$ cat src/rtl/spi_xfer_controller.sv
// rtl/spi_xfer_controller.sv - SPI slave transaction sequencer for shift register, address latch and data memory
module spi_xfer_controller #(
    parameter int width = 8
) (
    input  logic       clk,
    input  logic       reset_n,
    input  logic       csN,
    input  logic       sclkPosEdge,
    input  logic       sclkNegEdge,
    input  logic       rwBit,
    output logic       srPeripheralClkEdge,
    output logic       srParallelLoad,
    output logic       addrLatchEnable,
    output logic       dmWriteEnable,
    output logic       misoBufferEnable,
    output logic [2:0] state
);

    localparam int cntW = $clog2(width + 1);
    localparam logic [cntW-1:0] fullCount = cntW'(width);

    typedef enum logic [2:0] {
        IDLE         = 3'd0,
        ADDR         = 3'd1,
        GOT_ADDR     = 3'd2,
        READ_LOAD    = 3'd3,
        READ_SHIFT   = 3'd4,
        WRITE_SHIFT  = 3'd5,
        WRITE_COMMIT = 3'd6,
        DONE         = 3'd7
    } state_t;

    state_t          curState;
    logic [cntW-1:0] bitCount;
    logic [cntW-1:0] bitCountNext;

    assign bitCountNext = (bitCount == fullCount) ? bitCount : bitCount + cntW'(1);

    always_ff @(posedge clk or negedge reset_n) begin
        if (!reset_n) begin
            curState <= IDLE;
            bitCount <= '0;
        end else if (csN) begin
            curState <= IDLE;
            bitCount <= '0;
        end else begin
            case (curState)
                IDLE: begin
                    curState <= ADDR;
                    bitCount <= '0;
                end
                ADDR: if (sclkPosEdge) begin
                    if (bitCountNext == fullCount) begin
                        curState <= GOT_ADDR;
                        bitCount <= '0;
                    end else begin
                        bitCount <= bitCountNext;
                    end
                end
                GOT_ADDR:  curState <= rwBit ? READ_LOAD : WRITE_SHIFT;
                READ_LOAD: curState <= READ_SHIFT;
                READ_SHIFT: if (sclkPosEdge) begin
                    if (bitCountNext == fullCount) begin
                        curState <= DONE;
                        bitCount <= '0;
                    end else begin
                        bitCount <= bitCountNext;
                    end
                end
                WRITE_SHIFT: if (sclkPosEdge) begin
                    if (bitCountNext == fullCount) begin
                        curState <= WRITE_COMMIT;
                        bitCount <= '0;
                    end else begin
                        bitCount <= bitCountNext;
                    end
                end
                WRITE_COMMIT: curState <= DONE;
                DONE:         curState <= DONE;
                default:      curState <= IDLE;
            endcase
        end
    end

    // A colliding negedge is dropped; the first read negedge (bitCount==0) keeps the loaded MSB on MISO
    always_comb begin
        srPeripheralClkEdge = 1'b0;
        case (curState)
            ADDR, WRITE_SHIFT: srPeripheralClkEdge = sclkPosEdge;
            READ_LOAD:         srPeripheralClkEdge = 1'b1;
            READ_SHIFT:        srPeripheralClkEdge = sclkNegEdge & ~sclkPosEdge & (bitCount != '0);
            default:           srPeripheralClkEdge = 1'b0;
        endcase
    end

    assign srParallelLoad   = (curState == READ_LOAD);
    assign addrLatchEnable  = (curState == GOT_ADDR);
    assign dmWriteEnable    = (curState == WRITE_COMMIT);
    assign misoBufferEnable = (curState == READ_SHIFT);
    assign state            = curState;

endmodule

$ cat config.mk
export PLATFORM = sky130hd
export DESIGN_NAME = spi_xfer_controller
export DESIGN_NICKNAME = d
export VERILOG_FILES = /design/src/rtl/spi_xfer_controller.sv
export SDC_FILE = /design/constraint.sdc
export NUM_CORES = 1
export LEC_CHECK = 0
export CAP_MARGIN = 20
export CELL_PAD_IN_SITES_DETAIL_PLACEMENT = 1
export CELL_PAD_IN_SITES_GLOBAL_PLACEMENT = 2
export CORE_ASPECT_RATIO = 0.9
export CORE_MARGIN = 2
export CORE_UTILIZATION = 24
export CTS_CLUSTER_SIZE = 8
export DETAILED_ROUTE_END_ITERATION = 8
export PLACE_DENSITY = 0.83
export SYNTH_ARGS = -nofsm -noshare
export SYNTH_HDL_FRONTEND = slang
export SYNTH_SLANG_ARGS = --single-unit
$ cat constraint.sdc
create_clock -name clk -period 1.6 [get_ports clk]
set_input_delay 0.4 -clock clk [delete_from_list [all_inputs] [get_ports clk]]
set_output_delay 0.4 -clock clk [all_outputs]
set_load 0.01 [all_outputs]
==> impl_metrics.yaml, run 1 <==
outcome:
  status: "finished with violations"
  violations: "negative setup slack"
timing:
  period_share_pct: 115.6
  worst_pin_slew_ps: 352.2
  report.final.setup_viol: 5
  max_freq_mhz: 540.7
  slew_viol_final: 0
  finalClockSkew_ps: 1.431
  period_needed_ps: 1849
  relSlewSlack_pct: 76.45
  tns_ps: -455.0
  layout_setup_ws_ps: -249.4
  hold_viol: 0
  grt_setup_unrepaired: "true"
  fin_hold_ws_ps: 410.0
cells_and_area:
  insertedDiodeCount: 0
  nets: 113
  nFillCells: 275
  drive_gt1_share_pct: 53.85
  seqCellArea_um2: 176.4
  final-instance-count-excl-fill: 131
  area_delta_synth_final_pct: 78.57
  multiInputGateArea_um2: 431.7
detailed_routing:
  routed_wl_um: 2087
  drc: 0
  drt-pass1-iter-count: 4
  via_per_inst: 5.008
  drtIter0Drc: 8
  vias: 656
  drtAntennaViolNets: 0
  wire_per_inst_um: 15.93
global_route:
  globalRouteMet1Util_pct: 24.07
  antenna_found_initial: 0
  grt_busiest_layer: "met2"
  grt_pass1_wl_um: 3374
  grt_util_all_layers_pct: 17.19
  globalRouteMet3Util_pct: 3.939
  grt_overflow: 0
  first_global_vias: 680
  grt_max_degree: 10
  use_met2_pct: 25.99
worst_setup_path:
  cp-startpoint: "sclkNegEdge"
  cp_num_buf_inv: 2
  crit_type: "in2out"
  path_max_fanout: 1
  cp-end-kind: "primary output"
  worstPathRequired_ps: 1200
  reg2reg_from: "bitCount[0]$_DFFE_PN0P_"
  worst_setup_path_start_kind: "input port"
  worstPathCellList: "clkdlybuf4s50_1, nand3b_1, nor3_1, a21oi_1, o21bai_1, buf_2"
  arrival_ps: 1450
  critPathSlowestCell: "clkdlybuf4s50_1"
  cpLargestDelayFamily: "buffers and inverters"
  crit_path_max_incr_delay_ps: 460
yosys:
  synthCells: 65
  postSynthNetCount: 73
  synth-async-reset-ratio_pct: 100.0
  synth_ff_type: "dfrtp_1"
  synth_top_area_share_pct: 31.25
  ys_seq_elements: 7
  yosysSeqAreaShare_pct: 31.25
  yosys_warnings: 0
  ys_types: 32
  synth_area_leaders: "dfrtp_1 (31%), nor3b_1 (5.4%), ha_1 (4.5%)"
  syn_avg_cell_area_um2: 8.624
  synth-edff-count: 0
  netlist_area_um2: 560.5
  yosysTopAreaCell: "dfrtp_1"
place:
  dp_hpwl_um: 1451
  dp.cells: 121
  pre_cts_slack_ps: -675.2
  port_buffers: 13
  gp_congestion: 0.8698
pwr:
  power_density_nw_per_um2: 447.9
  ir_drop_mv: 0.3170
  total_power_w: 0.0004484
  leakage_nw: 0.4512
cts:
  cts_tree: "built"
  cts_hold_buffers: 0
  path_clk_slew_ps: 60
  clock_latency_ps: 260
  htreeDepth: 1
  numClockSinks: 7
  clockBufferDepth: 2
  cts-buffers-inserted: 3
  cts_root_buffer: "clkbuf_4"
floorplan:
  ioPinCount: 14
  fp.dieArea_um2: 2738
  rows: 16
  fp.dieH_um: 49.85
  start_util_pct: 25.45
  core_area_um2: 2202
  die_x_um: 54.94
job:
  drv_cap: 0
hold_path:
  hold_class: "in2async"
-- layout by cell type, fill, tap and decap left out, types with 2 or more instances in the layout --
master / count
buf_4: 20
o21bai_1: 2
nand2b_1: 2
a31oi_1: 2
inv_1: 3
clkbuf_4: 3
nor3b_2: 4
nor3_1: 2
ha_4: 2
nor2_1: 5
inv_2: 3
clkdlybuf4s50_1: 4
buf_6: 6
dfrtp_1: 6
a21oi_1: 4
dlygate4sd2_1: 2
buf_2: 4
nand2_1: 4
-- report_power, final --
part	internal, W	total, W	switching [W]
clock	0.0000959	0.000172	0.0000761
combinational	0.0000492	0.0000935	0.0000443
sequential	0.000180	0.000183	0.00000280
total	0.000325	0.000448	0.000123
-- layer usage --
layer  part of all wire, %  vias up
li1                      -      317
met1                    44      313
met2                    50       20
met3                   4.6        6
met4                   1.7        0
met5                     0        -
-- cells by family (layout without fill, tap and decap cells) --
kind of cell               after synthesis  count (layout)  share of synthesized area (%)
adders and majority gates                2               2                          4.464
buffers and inverters                    9              48                          7.143
AOI/OAI and AO/OA                       19              19                          25.45
DFF                                      7               7                          31.25
and+or+nand+nor                         27              27                          29.02
muxes                                    1               1                          2.678
-- synth_stat cells, types with 2 or more instances --
cell / count
inv_1: 6
nand2b_1: 2
nor3_1: 4
dfrtp_1: 7
nor2_1: 5
a31oi_1: 2
a211oi_1: 2
a21oi_1: 4
nor3b_1: 4
buf_2: 2
ha_1: 2
o21bai_1: 2
nand2_1: 4
-- flip-flops by register name, summed over array words and instances, names as in the netlist --
register / flops
bitCount: 4
state: 3
-- timing repair --
action,CTS,global route
resized for setup,35,15
setup endpoints to repair,11,10
pin swaps,9,6
buffers inserted,3,4
-- worst paths after layout --
check	endpoint	slack, ps	depth (start not counted)
setup / recovery	srPeripheralClkEdge	-250	6
setup reg to reg	state[1]$_DFFE_PN0P_	-80	6
min in group clk	bitCount[3]$_DFFE_PN0P_	690	3
hold reg to reg	bitCount[3]$_DFFE_PN0P_	690	3
max in group asynchronous	state[2]$_DFFE_PN0P_	910	1
hold / removal	state[2]$_DFFE_PN0P_	410	1
-- cell type report --
cell class / instances / share of cell area, %
Sequential cell: 7 / 17.62
Multi-Input combinational cell: 49 / 43.13
Timing Repair Buffer: 38 / 31.00
Inverter: 6 / 2.250
Tap cell: 27 / 3.375
Clock buffer: 4 / 2.625
-- stage by stage --
stage	util (%)	cell area, um^2
2_1_floorplan	-	568.0
4_1_cts	42.05	925.9
3_5_place_dp	38.92	857.1
6_report	45.45	1001
5_1_grt	45.45	1001
3_3_place_gp	38.92	857.1
Note: power is estimated with default switching activity, not from simulation.
==> run 2, diff against run 1 <==
--- a/config.mk
+++ b/config.mk
@@ -14,6 +14,7 @@
 export CTS_CLUSTER_SIZE = 8
 export DETAILED_ROUTE_END_ITERATION = 8
 export PLACE_DENSITY = 0.83
+export SETUP_SLACK_MARGIN = 0.3
 export SYNTH_ARGS = -nofsm -noshare
 export SYNTH_HDL_FRONTEND = slang
 export SYNTH_SLANG_ARGS = --single-unit
==> impl_metrics.yaml, run 2 (same netlist as run 1, synthesis figures left out) <==
cts:
  cts-buffers-inserted: 3
  htreeDepth: 1
  cts_tree: "built"
  cts_hold_buffers: 0
  clock_latency_ps: 250
  clockBufferDepth: 2
  numClockSinks: 7
  cts_root_buffer: "clkbuf_4"
  path_clk_slew_ps: 50
global_route:
  use_met2_pct: 33.13
  grt_pass1_wl_um: 3484
  first_global_vias: 753
  grt_overflow: 0
  antenna_found_initial: 0
  grt_max_degree: 10
  grt_util_all_layers_pct: 17.91
  grt_busiest_layer: "met2"
  globalRouteMet1Util_pct: 19.59
  globalRouteMet3Util_pct: 5.758
worst_setup_path:
  path_max_fanout: 2
  worstPathCellList: "inv_2, ha_4, nor3b_4, buf_6, nor3_4, a21oi_2, o21bai_1, buf_2"
  worst_setup_path_start_kind: "flop"
  arrival_ps: 1510
  cp-end-kind: "primary output"
  r2r_setup_slack_ps: -260
  crit_path_max_incr_delay_ps: 400
  critPathSlowestCell: "dfrtp_2"
  cpLargestDelayFamily: "flip-flops"
  crit_type: "reg2out"
  worstPathRequired_ps: 1200
  cp_num_buf_inv: 3
cells_and_area:
  final-instance-count-excl-fill: 145
  multiInputGateArea_um2: 528.0
  drive_gt1_share_pct: 71.19
  final_cell_mix: "buf_6 (26), buf_4 (17)"
  final_common_cell: "buf_6"
  largest_reg_flops: 4
  top_register: "bitCount"
  insertedDiodeCount: 0
  area_delta_synth_final_pct: 128.1
  nFillCells: 255
  nets: 127
  fin_util_pct: 58.07
  seqCellArea_um2: 178.9
floorplan:
  ioPinCount: 14
  rows: 16
  start_util_pct: 25.45
  fp.dieArea_um2: 2738
  fp.dieH_um: 49.85
  die_x_um: 54.94
  core_area_um2: 2202
hold_path:
  hold_class: "in2async"
detailed_routing:
  vias: 733
  wire_per_inst_um: 15.82
  via_per_inst: 5.055
  drt-pass1-iter-count: 4
  drtIter0Drc: 4
  routed_wl_um: 2294
  drtAntennaViolNets: 0
  drc: 0
place:
  port_buffers: 13
  dp_hpwl_um: 1593
  dp.cells: 127
  gp_congestion: 0.8534
timing:
  period_share_pct: 119.1
  slew_viol_final: 0
  report.final.setup_viol: 9
  hold_viol: 0
  finalClockSkew_ps: 1.684
  worst_pin_slew_ps: 485.3
  grt_setup_unrepaired: "true"
  max_freq_mhz: 524.7
  layout_setup_ws_ps: -305.9
  relSlewSlack_pct: 67.65
  period_needed_ps: 1906
  fin_hold_ws_ps: 407.0
outcome:
  violations: "negative setup slack"
  status: "finished with violations"
pwr:
  ir_drop_mv: 0.4512
  total_power_w: 0.0004905
  power_density_nw_per_um2: 383.6
  leakage_nw: 0.5672
job:
  drv_cap: 0
==> run 2: layer usage <==
layer | share of wire (%) | wire, um
met5 | 0 | 0
met4 | 1.7 | 40
met3 | 3.9 | 90
met2 | 55 | 1266
met1 | 39 | 895
==> run 2: worst register-to-register path: stages, from the launching register on <==
cell      delay (ps)
dfrtp_2          360
inv_2             50
ha_4             150
buf_4            130
buf_6            100
buf_6            110
and4bb_2         260
a211oi_4         230
buf_6            150
o21a_1           140
nor3_2            50
==> run 2: final timing paths <==
| path | startpoint | depth (start not counted) | end |
|---|---|---|---|
| max | bitCount[0]$_DFFE_PN0P_ | 8 | srPeripheralClkEdge |
| min | reset_n | 1 | bitCount[1]$_DFFE_PN0P_ |
| max reg2reg | bitCount[0]$_DFFE_PN0P_ | 10 | state[0]$_DFFE_PN0P_ |
| min reg2reg | bitCount[0]$_DFFE_PN0P_ | 2 | bitCount[0]$_DFFE_PN0P_ |
| max in group asynchronous | reset_n | 1 | bitCount[0]$_DFFE_PN0P_ |
| min in group clk | bitCount[0]$_DFFE_PN0P_ | 2 | bitCount[0]$_DFFE_PN0P_ |
==> run 2: power by group <==
part | total [W] | switching (W) | internal (W)
Combinational | 0.000147 | 0.0000613 | 0.0000858
Sequential | 0.000183 | 0.00000228 | 0.000181
Clock | 0.000160 | 0.0000653 | 0.0000952
Total | 0.000490 | 0.000129 | 0.000362
==> run 2: stage by stage <==
step	TNS (ps)	worst slack (ps)	instance area [um^2]
6_report	-1807	-305.9	1279
5_1_grt	-2499	-405.3	1279
4_1_cts	-1274	-342.1	1179
3_5_place_dp	-2645	-650.7	947.2
3_3_place_gp	-2266	-597.3	947.2
2_1_floorplan	0	5.655	613.1
==> run 2: area by class of cell <==
class | instances | share of cell area (%)
inverter | 6 | 1.761
sequential | 7 | 13.99
multi-input combinational | 49 | 41.29
tap | 27 | 2.642
clock buffer | 4 | 2.055
timing repair buffer | 52 | 38.26
==> run 2: what timing repair did <==
item,in CTS,in global routing
endpoints found under the setup margin,14,15
setup buffers,9,5
endpoints found under the hold margin,0,0
pin swaps,17,7
resized for setup,73,13
